==> src/rtl/univ_shift_pkg.sv <==
// Shared types and mode encodings for the universal shift register.
// Imported by the RTL and by the bench so both use the same codes.
package univ_shift_pkg;

    typedef enum logic [2:0] {
        M_HOLD  = 3'b000,
        M_SHR   = 3'b001,
        M_SHL   = 3'b010,
        M_LOAD  = 3'b011,
        M_ROR   = 3'b100,
        M_ROL   = 3'b101,
        M_ASR   = 3'b110,
        M_CLEAR = 3'b111
    } usr_mode_e;

    typedef enum logic {
        S_IDLE = 1'b0,
        S_RUN  = 1'b1
    } usr_state_e;

    localparam logic [2:0] MODE_HOLD  = 3'b000;
    localparam logic [2:0] MODE_SHR   = 3'b001;
    localparam logic [2:0] MODE_SHL   = 3'b010;
    localparam logic [2:0] MODE_LOAD  = 3'b011;
    localparam logic [2:0] MODE_ROR   = 3'b100;
    localparam logic [2:0] MODE_ROL   = 3'b101;
    localparam logic [2:0] MODE_ASR   = 3'b110;
    localparam logic [2:0] MODE_CLEAR = 3'b111;

    // Modes whose count comes from cmd_amt; the rest always take one edge.
    function automatic logic is_shift(input logic [2:0] m);
        return (m == MODE_SHR) || (m == MODE_SHL) || (m == MODE_ROR)
            || (m == MODE_ROL) || (m == MODE_ASR);
    endfunction

endpackage

==> src/rtl/univ_shift_reg_n_step.sv <==
// Single-step next-state function of the universal shift register.
// Purely combinational; the top decides which mode to feed it.
module usr_shift_step
    import univ_shift_pkg::*;
#(
    parameter int WIDTH = 8
) (
    input  logic [2:0]       mode,
    input  logic [WIDTH-1:0] q,
    input  logic             ser_in_r,
    input  logic             ser_in_l,
    input  logic [WIDTH-1:0] d,
    output logic [WIDTH-1:0] nxt
);

    always_comb begin
        nxt = q;
        case (usr_mode_e'(mode))
            M_HOLD:  nxt = q;
            M_SHR:   nxt = {ser_in_r, q[WIDTH-1:1]};
            M_SHL:   nxt = {q[WIDTH-2:0], ser_in_l};
            M_LOAD:  nxt = d;
            M_ROR:   nxt = {q[0], q[WIDTH-1:1]};
            M_ROL:   nxt = {q[WIDTH-2:0], q[WIDTH-1]};
            M_ASR:   nxt = {q[WIDTH-1], q[WIDTH-1:1]};
            M_CLEAR: nxt = '0;
        endcase
    end

endmodule

==> src/rtl/univ_shift_reg_n.sv <==
// Command-driven universal shift register: one bit per clock,
// valid/ready command intake, one-cycle done pulse on completion.
module univ_shift_reg_n
    import univ_shift_pkg::*;
#(
    parameter int WIDTH = 8,
    parameter int CNT_W = $clog2(WIDTH + 1)
) (
    input  logic             clk,
    input  logic             rst,
    input  logic             cmd_valid,
    output logic             cmd_ready,
    input  logic [2:0]       cmd_mode,
    input  logic [CNT_W-1:0] cmd_amt,
    input  logic [WIDTH-1:0] d,
    input  logic             ser_in_r,
    input  logic             ser_in_l,
    output logic [WIDTH-1:0] q,
    output logic             ser_out_r,
    output logic             ser_out_l,
    output logic             busy,
    output logic             done
);

    localparam logic [CNT_W-1:0] AMT_MAX = CNT_W'(WIDTH);
    localparam logic [CNT_W-1:0] ONE     = CNT_W'(1);

    usr_state_e       state;
    logic [2:0]       mode_r;
    logic [CNT_W-1:0] cnt;
    logic [CNT_W-1:0] amt_c;
    logic [2:0]       mode0;
    logic [2:0]       step_mode;
    logic [WIDTH-1:0] nxt;
    logic             accept;
    logic             multi;

    // A zero-count shift degenerates to a single HOLD edge.
    always_comb begin
        amt_c = (cmd_amt > AMT_MAX) ? AMT_MAX : cmd_amt;
        mode0 = cmd_mode;
        if (is_shift(cmd_mode) && (amt_c == '0))
            mode0 = MODE_HOLD;
        multi     = is_shift(cmd_mode) && (amt_c > ONE);
        step_mode = (state == S_RUN) ? mode_r : mode0;
    end

    assign cmd_ready = (state == S_IDLE) && !rst;
    assign accept    = cmd_valid && cmd_ready;
    assign busy      = (state == S_RUN);
    assign ser_out_r = q[0];
    assign ser_out_l = q[WIDTH-1];

    usr_shift_step #(.WIDTH(WIDTH)) u_step (
        .mode     (step_mode),
        .q        (q),
        .ser_in_r (ser_in_r),
        .ser_in_l (ser_in_l),
        .d        (d),
        .nxt      (nxt)
    );

    always_ff @(posedge clk or posedge rst) begin
        if (rst) begin
            state  <= S_IDLE;
            q      <= '0;
            mode_r <= MODE_HOLD;
            cnt    <= '0;
            done   <= 1'b0;
        end else begin
            case (state)
                S_IDLE: begin
                    done <= accept && !multi;
                    if (accept) begin
                        q <= nxt;
                        if (multi) begin
                            mode_r <= cmd_mode;
                            cnt    <= amt_c - ONE;
                            state  <= S_RUN;
                        end
                    end
                end
                S_RUN: begin
                    q   <= nxt;
                    cnt <= cnt - ONE;
                    if (cnt == ONE) begin
                        state <= S_IDLE;
                        done  <= 1'b1;
                    end else begin
                        done <= 1'b0;
                    end
                end
                default: begin
                    state <= S_IDLE;
                    done  <= 1'b0;
                end
            endcase
        end
    end

endmodule

==> config.mk <==
export PLATFORM = sky130hd
export DESIGN_NAME = univ_shift_reg_n
export DESIGN_NICKNAME = d
export VERILOG_FILES = /design/src/rtl/univ_shift_pkg.sv /design/src/rtl/univ_shift_reg_n_step.sv /design/src/rtl/univ_shift_reg_n.sv
export SDC_FILE = /design/constraint.sdc
export NUM_CORES = 1
export LEC_CHECK = 0
export CELL_PAD_IN_SITES_DETAIL_PLACEMENT = 0
export CELL_PAD_IN_SITES_GLOBAL_PLACEMENT = 1
export CORE_ASPECT_RATIO = 0.6
export CORE_UTILIZATION = 36
export CTS_CLUSTER_SIZE = 40
export DETAILED_ROUTE_END_ITERATION = 8
export PLACE_DENSITY_LB_ADDON = 0.1
export REMOVE_ABC_BUFFERS = 1
export SETUP_SLACK_MARGIN = 0.02
export SYNTH_ARGS = -nofsm -noshare
export SYNTH_HDL_FRONTEND = slang
export SYNTH_SLANG_ARGS = --single-unit
==> constraint.sdc <==
create_clock -name clk -period 2.61 [get_ports clk]
set_clock_uncertainty 0.1 [all_clocks]
set_input_delay 0.261 -clock clk [delete_from_list [all_inputs] [get_ports clk]]
set_output_delay 0.261 -clock clk [all_outputs]
set_load 0.01 [all_outputs]
==> out/qor.txt, run 1 <==
Latest clock arrival within the worst-skew pair = 260 ps
Max-cap violations = 0
Post-Synthesis Cells = 125
Critical Path Max Stage Delay = 490 ps
Crit-path cells = clkdlybuf4s50_1 -> and2b_1 -> inv_1 -> ha_1 -> nor3b_4 -> a21oi_4 -> buf_4 -> mux2i_1 -> a222oi_1 -> a21oi_1
Top area cells in the synthesized netlist = dfrtp_1, ha_1, mux2_2
Multi-input gate area = 732 um^2
IR drop worst, VDD = 0.494 mV
Simple-Gate Fraction of Synth Area = 19.3%
Antenna violations before repair = 0
Crit end category = register
Worst Tran Pin Value = 696 ps
DR WL/cell = 15.5 um
Final min period = 2430 ps
Crit. Startpoint = cmd_amt[3]
CTS max path bufs = 2
Routed WL = 3.27 mm
Area fraction in compound gates after synthesis = 23.8%
Fin nets = 195
Remaining DRCs = 0
Flop2flop setup slack = 590 ps
Synth Register Bits = 17
Antenna Nets Post-Route = 0
Dpl hpwl = 2.51 mm
DRT iter0 DRCs = 72
Worst R2R Path Depth = 6
Fmax = 411 MHz
Setup Crit Path Kind = primary input to register
Main combinational cell family by area after synthesis = compound AO/OA/AOI/OAI gates
Area share of the largest cell type after synthesis = 35.1%
Gr usage total = 19.5%
Final Cycle Share = 93.1%
Hold Crit Class = primary input to asynchronous set/reset pin
P_leak = 0.710 nW
Hold Fails Final Rpt = 0
Critical Path Source Type = primary input
Tot Pwr = 2.00 mW
Power Dens Cells = 1170 mW/mm^2
IO Count = 33
First-pass iteration count of the detailed router = 4
CTS root buf = clkbuf_8
Max-slew violations = 0
RSZ-0062 raised after global routing = no
Crit-path slowest cell = clkdlybuf4s50_1
Post-CTS Setup Bufs = 0
Adder-cell area share of the yosys netlist = 5.17%
Status = finished, final reports clean
Core ar. = 0.00302 mm^2
Routability congestion estimate = 0.858
Post-synth top area cell = dfrtp_1
FF-to-FF Start = busy
Worst slew margin = 53.6%
Post-Synth XOR/XNOR Area = 2.17%
Routed vias/inst = 5.49
CTS Sinks = 17
Die Height = 46.9 um
CP required = 2690 ps
Number of global-route vias before repair = 1024
Yosys Warn Count = 0
Register Area = 425 um^2
Post-synthesis mux area share = 10.0%
Num CTS Buffers = 3
Worst R2R End = q[4]
Via Count = 1159
# rows = 15
Crit path DAT = 2510 ps
Starting density of the core = 40.1%
CTS tree = yes
Unique cell type count in the Yosys netlist = 39
Die area = 0.00361 mm^2
Port bufs = 32
Largest net degree at the start of global routing = 18
Global-route wire length before repair = 5.26 mm
Clock transition at the registers of the reported paths = 70 ps
Register area share after synthesis = 35.1%
Crit-path max FO = 7
Die width = 76.9 um
Mapped Area = 0.00121 mm^2
Fillcell total = 282
Final Core Density = 56.4%
Grt ovf = 0
Mean Syn Cell Area = 9.69 um^2
Share of cells above drive strength 1 = 17.2%
Synth-to-Final Area Change = 40.6%
Final setup viols = 0
# diodes = 0
# H-tree levels = 1
==> through the flow <==
stage | TNS, ps | hold slack, ps | cells | worst slack (ps) | cell area (um^2)
after floorplan | 0 | 87.1 | 118 | 428 | 1170
after global placement | -458 | 420 | 207 | -110 | 1660
after detailed placement | -337 | 432 | 207 | -78.6 | 1660
after CTS | 0 | 383 | 211 | 148 | 1700
after global routing | 0 | 428 | 211 | 45.7 | 1700
final | 0 | 362 | 211 | 179 | 1700
==> cell type report <==
| cell class | count | share of cell area (%) |
|---|---|---|
| Clock buffer | 4 | 2.65 |
| Tap cell | 42 | 3.09 |
| Inverter | 4 | 0.882 |
| Multi-Input combinational cell | 97 | 43.0 |
| Sequential cell | 17 | 25.0 |
| Timing Repair Buffer | 47 | 25.4 |
==> worst max-delay path, delay by kind of cell <==
kind / cells / cell delay (ps)
compound gates: 3 / 430
fa+ha+maj: 1 / 170
buf+inv: 3 / 730
mux: 1 / 430
simple gates: 2 / 470
==> timing repair <==
| action | in CTS | in global routing |
|---|---|---|
| resized for setup | 0 | 1 |
| setup endpoints to repair | 0 | 3 |
| hold buffers | 0 | 0 |
==> state kept, by name, indices dropped and copies added, names as in the netlist <==
register,flops
busy,1
done,1
mode_r,3
cnt,4
q,8
==> worst max path at each step <==
| stage | endpoint | slack [ps] | depth (start not counted) |
|---|---|---|---|
| 4_1_cts | mode_r[2] | 150 | 10 |
| 3_3_place_gp | mode_r[2] | -110 | 10 |
| 5_1_grt | q[2] | 50 | 9 |
| 2_1_floorplan | q[7] | 430 | 8 |
| 3_5_place_dp | mode_r[2] | -80 | 10 |
| 6_report | q[4] | 180 | 10 |
==> cells in the final DEF, fill, tap and decap left out, drive strengths merged, types with 4 or more instances in the layout <==
cell,n
clkbuf,4
nand2b,7
clkdlybuf4s50,32
nand2,10
o32ai,4
a22oi,4
nor2,12
a21oi,7
mux2,6
a222oi,4
dfrtp,17
inv,4
buf,15
mux2i,5
ha,5
==> report_power, final <==
group	switching [mW]	internal [mW]	total [mW]
clock network	0.0931	0.108	0.201
logic	0.579	0.657	1.24
registers	0.155	0.402	0.558
total	0.827	1.17	2.00
==> cells in the mapped netlist (all sizes together) <==
cell type / number
mux2: 6
clkbuf: 1
nand3: 1
mux2i: 5
dfrtp: 17
buf: 6
ha: 5
o21a: 3
a31o: 1
xnor2: 2
a31oi: 3
inv: 4
nor2: 12
a21oi: 7
nand2b: 7
nor3b: 1
nand2: 10
a222oi: 4
and2: 2
a32oi: 1
o32ai: 4
o211ai: 2
o32a: 1
nor4b: 2
o311ai: 1
nand4: 1
a22oi: 4
a32o: 2
or3: 2
xor2: 1
o21ai: 3
or4: 1
o31a: 1
and2b: 1
nand3b: 1
==> cells by family after synthesis <==
logic type / Yosys count
AOI/OAI and AO/OA: 37
xor gates and xnor gates: 3
adders and majority gates: 5
buffers and inverters: 11
DFF: 17
muxes: 11
and+or+nand+nor: 41
==> metal layers <==
layer	vias up	GRT usage [%]	wire, um	part of all wire (%)
met5	-	0	0	0
met4	0	2.31	0	0
met3	0	5.63	195	6.0
met2	35	24.1	1160	36
met1	563	31.9	1910	58
li1	561	-	-	-
Power figures use the tool's default switching activity.
==> run 2, diff against run 1 <==
==> constraint.sdc (replaced) <==
create_clock -name clk -period 2.25 [get_ports clk]
set_clock_uncertainty 0.1 [all_clocks]
set_input_delay 0.45 -clock clk [delete_from_list [all_inputs] [get_ports clk]]
set_output_delay 0.45 -clock clk [all_outputs]
set_load 0.01 [all_outputs]
==> out/qor.txt, run 2 (same netlist as run 1, synthesis figures left out) <==
First-pass iteration count of the detailed router = 4
Final setup viols = 0
Commonest non-fill, non-tap cell in the layout = buf_4
Worst R2R End = q[5]
Core ar. = 0.00302 mm^2
Tot Pwr = 2.53 mW
Non-Filler Instances = 223
RSZ-0062 raised after global routing = no
Crit end category = register
Synth-to-Final Area Change = 54.9%
Critical Path Max Stage Delay = 330 ps
Die Height = 46.9 um
Critical Path Source Type = primary input
Latest clock arrival within the worst-skew pair = 260 ps
# rows = 15
Placed cells = 219
Min Hold Slack = 288 ps
Routability congestion estimate = 0.812
Clock transition at the registers of the reported paths = 70 ps
Buffers plus inverters on the worst setup path = 4
# H-tree levels = 1
CTS max path bufs = 2
Fillcell total = 258
Final instance area = 0.00188 mm^2
CTS root buf = clkbuf_8
IR drop worst, VDD = 0.652 mV
Fmax = 465 MHz
DRT iter0 DRCs = 104
Dpl cell area = 0.00175 mm^2
Gr usage total = 22.5%
Crit-path slowest cell = mux2_2
Routed WL = 3.74 mm
Num CTS Buffers = 3
Port bufs = 32
Global-route wire length before repair = 5.92 mm
Final min period = 2150 ps
Top delay family on crit path = buffers and inverters
Largest net degree at the start of global routing = 16
Crit-path cells = buf_4 -> and2b_1 -> inv_2 -> ha_4 -> nor3b_4 -> a21oi_4 -> buf_6 -> buf_4 -> mux2_2 -> a22oi_2 -> a31oi_1
Max FFs per register = 8
Starting density of the core = 40.1%
Largest regs = q: 8 flops, cnt: 4 flops, mode_r: 3 flops
CP required = 2290 ps
Worst Tran Pin Value = 403 ps
Crit-path max FO = 8
Via Count = 1217
Antenna Nets Post-Route = 0
CP dominant cell by count = buf_4
Die area = 0.00361 mm^2
Worst R2R Path Depth = 7
Antenna violations before repair = 0
Fin nets = 207
Crit path DAT = 2190 ps
FF-to-FF Start = busy
IO Count = 33
Status = finished, final reports clean
CTS tree = yes
Power Dens Cells = 1350 mW/mm^2
Max-slew violations = 0
Most frequent cells in the layout = buf_4, clkdlybuf4s50_1, dfrtp_1
Setup Crit Path Kind = primary input to register
P_leak = 0.829 nW
Hold Fails Final Rpt = 0
Worst slew margin = 73.2%
Max-cap violations = 0
Grt ovf = 0
Routed vias/inst = 5.46
# diodes = 0
Hold Crit Class = primary input to asynchronous set/reset pin
DR WL/cell = 16.8 um
Post-CTS Setup Bufs = 0
Dpl hpwl = 2.76 mm
Most flops, register = q
Number of global-route vias before repair = 1179
CTS Sinks = 17
Final Cycle Share = 95.7%
Remaining DRCs = 0
Die width = 76.9 um
Flop2flop setup slack = 310 ps
Final Core Density = 62.1%
Share of cells above drive strength 1 = 30.4%
-- run 2: what timing repair did --
item                                    in CTS  in global routing
endpoints found under the setup margin      16                 15
pin swaps                                    6                  4
hold buffers                                 0                  0
resized for setup                           18                 12
cloned                                       0                  0
-- run 2: worst register-to-register path, stage by stage (launching register included) --
cell and delay, ps:
dfrtp_1 450, buf_4 240, nand2_1 160, o21a_1 210, buf_4 170, mux2_2 250
a22oi_1 130, a31oi_1 110
-- run 2: area by class of cell --
cell class	instances	area, um^2	share of cell area (%)
clock inverters	1	5.00	0.267
inverters	4	15.0	0.801
flip-flops and latches	17	425	22.7
repair buffers	59	522	27.8
multi-input cells	97	815	43.4
well taps	42	52.6	2.80
clock buffers	3	41.3	2.20
-- run 2: per-layer routing --
layer | GRT usage, % | vias to the layer above | wire [um]
li1 | - | 583 | -
met1 | 32.9 | 588 | 1860
met2 | 31.6 | 41 | 1540
met3 | 5.24 | 5 | 291
met4 | 10.4 | 0 | 46
met5 | 0 | - | 0
-- run 2: worst max-delay path by stage --
stage	start	end	cells past startpoint
floorplan	cmd_amt[3]	q[7]	8
global placement	cmd_amt[3]	mode_r[0]	10
detailed placement	cmd_amt[3]	mode_r[0]	10
CTS	cmd_amt[3]	q[1]	11
global route	cmd_amt[3]	q[4]	9
finish	cmd_amt[3]	q[1]	11
-- run 2: where the power goes --
group | total (mW) | leakage (nW) | internal [mW] | switching, mW
logic | 1.65 | 0.605 | 0.889 | 0.761
clock network | 0.246 | 0.0255 | 0.123 | 0.122
registers | 0.638 | 0.199 | 0.466 | 0.171
total | 2.53 | 0.829 | 1.48 | 1.05
-- run 2: through the flow --
stage | setup WS [ps] | TNS [ps]
after floorplan | -121 | -301
after global placement | -661 | -9450
after detailed placement | -688 | -10210
after CTS | 21.8 | 0
after global routing | 30.7 | 0
final | 97.4 | 0
==> run 3, diff against run 2 <==
CORE_UTILIZATION = 38   (was 36)
SYNTH_HIERARCHICAL = 1   (was default)
==> out/qor.txt, run 3 <==
Ys flop type = dfrtp_1
Fin nets = 245
Most frequent cells in the layout = buf_4, clkdlybuf4s50_1, dfrtp_1
Post-synth top area cell = dfrtp_1
Hold-fix buffers at CTS = 0
Routed WL = 4.62 mm
Setup TNS = 0 ps
Post-Synthesis Cells = 151
Fillcell total = 269
Crit end category = register
Max-slew violations = 0
P_leak = 0.996 nW
Register area share after synthesis = 29.3%
Status = finished, final reports clean
Latest clock arrival within the worst-skew pair = 260 ps
First-pass iteration count of the detailed router = 4
Hold_sp = mode_r[2]
Dpl hpwl = 2.99 mm
Grt ovf = 0
Worst slew margin = 78.7%
Global-route wire length before repair = 7.18 mm
FF-to-FF Start = busy
Number of global-route vias before repair = 1408
Hold Fails Final Rpt = 0
Routed vias/inst = 5.59
Hold Crit Class = register to register
CTS tree = yes
Final min period = 2190 ps
Starting density of the core = 42.2%
Remaining DRCs = 0
Count of flip-flops with a built-in enable after synthesis = 0
Share of cells above drive strength 1 = 45.7%
Flop2flop setup slack = 140 ps
Die width = 81.9 um
Final Cycle Share = 97.5%
Die Height = 49.9 um
Commonest non-fill, non-tap cell in the layout = buf_4
Ys async rst share = 100%
Yosys Warn Count = 6
DR WL/cell = 17.5 um
CTS Sinks = 17
Core ar. = 0.00344 mm^2
CP required = 2290 ps
Power Dens Cells = 1510 mW/mm^2
Final setup viols = 0
Crit. Startpoint = cmd_amt[0]
Fmax = 456 MHz
Setup Crit Path Kind = primary input to register
DRT iter0 DRCs = 108
IR drop worst, VDD = 0.700 mV
Synth-to-Final Area Change = 58.9%
Critical Path Source Type = primary input
Via Count = 1476
Max-cap violations = 0
CTS max path bufs = 2
CTS root buf = clkbuf_8
Most common cell in the netlist = dfrtp_1
Num CTS Buffers = 3
# diodes = 0
Largest net degree at the start of global routing = 18
Synth Register Bits = 17
Unique cell type count in the Yosys netlist = 50
Largest regs = q: 8 flops, cnt: 4 flops, mode_r: 3 flops
Most flops, register = q
# rows = 16
Crit path DAT = 2240 ps
RSZ-0062 raised after global routing = yes
Mean Syn Cell Area = 9.63 um^2
# H-tree levels = 1
Worst Tran Pin Value = 316 ps
Die area = 0.00409 mm^2
Port bufs = 32
Clock transition at the registers of the reported paths = 70 ps
Post-synth top cells = dfrtp_1, mux2_2, nor2_1
Max FFs per register = 8
Min Hold Slack = 421 ps
Antenna Nets Post-Route = 0
Gr usage total = 23.9%
Mapped Area = 0.00145 mm^2
Crit-path max FO = 7
Area share of the largest cell type after synthesis = 29.3%
Routability congestion estimate = 0.829
IO Count = 33
Top area cells in the synthesized netlist = dfrtp_1, mux2_2, ha_1
Antenna violations before repair = 0
run 3: changes by cell type after synthesis, moves of 4 or more:
cell      before  now
a222oi_1       4    0
buf_6          0    4
mux2_2         5   11
nand2_1       10    4
nor2b_1        0    7
nor3_1         0    4
o22ai_1        0    6
o32ai_1        4    0
run 3: report_power, final:
part | internal, mW | switching, mW | total, mW | leakage [nW]
clock network | 0.126 | 0.115 | 0.241 | 0.0228
logic | 1.47 | 1.10 | 2.57 | 0.772
registers | 0.464 | 0.218 | 0.682 | 0.201
total | 2.06 | 1.43 | 3.49 | 0.996
run 3: routing by layer:
layer,track usage (%),routed length (um)
met5,0,0
met4,4.39,42
met3,6.11,342
met2,32.1,1940
met1,37.4,2300
run 3: worst max-delay path, stage by stage:
cell	delay (ps)
clkbuf_2	90
nor2b_4	120
inv_2	70
ha_4	140
nand3_4	90
buf_6	130
a31o_4	280
buf_6	150
nand3_2	60
a21oi_2	50
o32a_1	320
mux2_4	260
run 3: final cells by class:
class | count | area, um^2 | area share, %
multi-input combinational | 115 | 1090 | 47.3
clock buffer | 4 | 45.0 | 1.95
timing repair buffer | 74 | 653 | 28.3
tap | 45 | 56.3 | 2.44
sequential | 17 | 425 | 18.4
inverter | 9 | 36.3 | 1.57
run 3: cell families (layout without fill, tap and decap cells):
logic type                 count (synthesis)  count (layout)  synth area share (%)
DFF                                       17              17                  29.3
buffers and inverters                     20              87                  8.26
xor gates and xnor gates                   2               2                  1.21
muxes                                     17              17                  13.7
adders and majority gates                  5               5                  4.30
and+or+nand+nor                           46              46                  18.2
AOI/OAI and AO/OA                         44              45                  25.0
run 3: worst paths after layout:
kind	end	cells after the start
setup / recovery	q[0]	12
hold / removal	mode_r[2]	1
setup reg to reg	q[4]	9
hold reg to reg	mode_r[2]	1
max in group asynchronous	q[1]	3
min in group asynchronous	mode_r[0]	3
run 3: timing repair:
action / in CTS / in global routing
pin swaps: 13 / 6
endpoints found under the setup margin: 17 / 14
setup buffers: 8 / 1
resized for setup: 38 / 23
endpoints found under the hold margin: 0 / 0
gates cloned: 1 / 1
run 3: through the flow:
step	worst slack (ps)	cell area (um^2)	utilization [%]	total power, mW	std cells
2_1_floorplan	-280	1370	-	1.87	140
3_3_place_gp	-681	2000	58.0	2.68	249
3_5_place_dp	-763	2000	58.0	2.72	249
4_1_cts	23.5	2230	64.8	3.22	262
5_1_grt	-0.0948	2310	67.1	3.73	264
6_report	55.5	2310	67.1	3.49	264
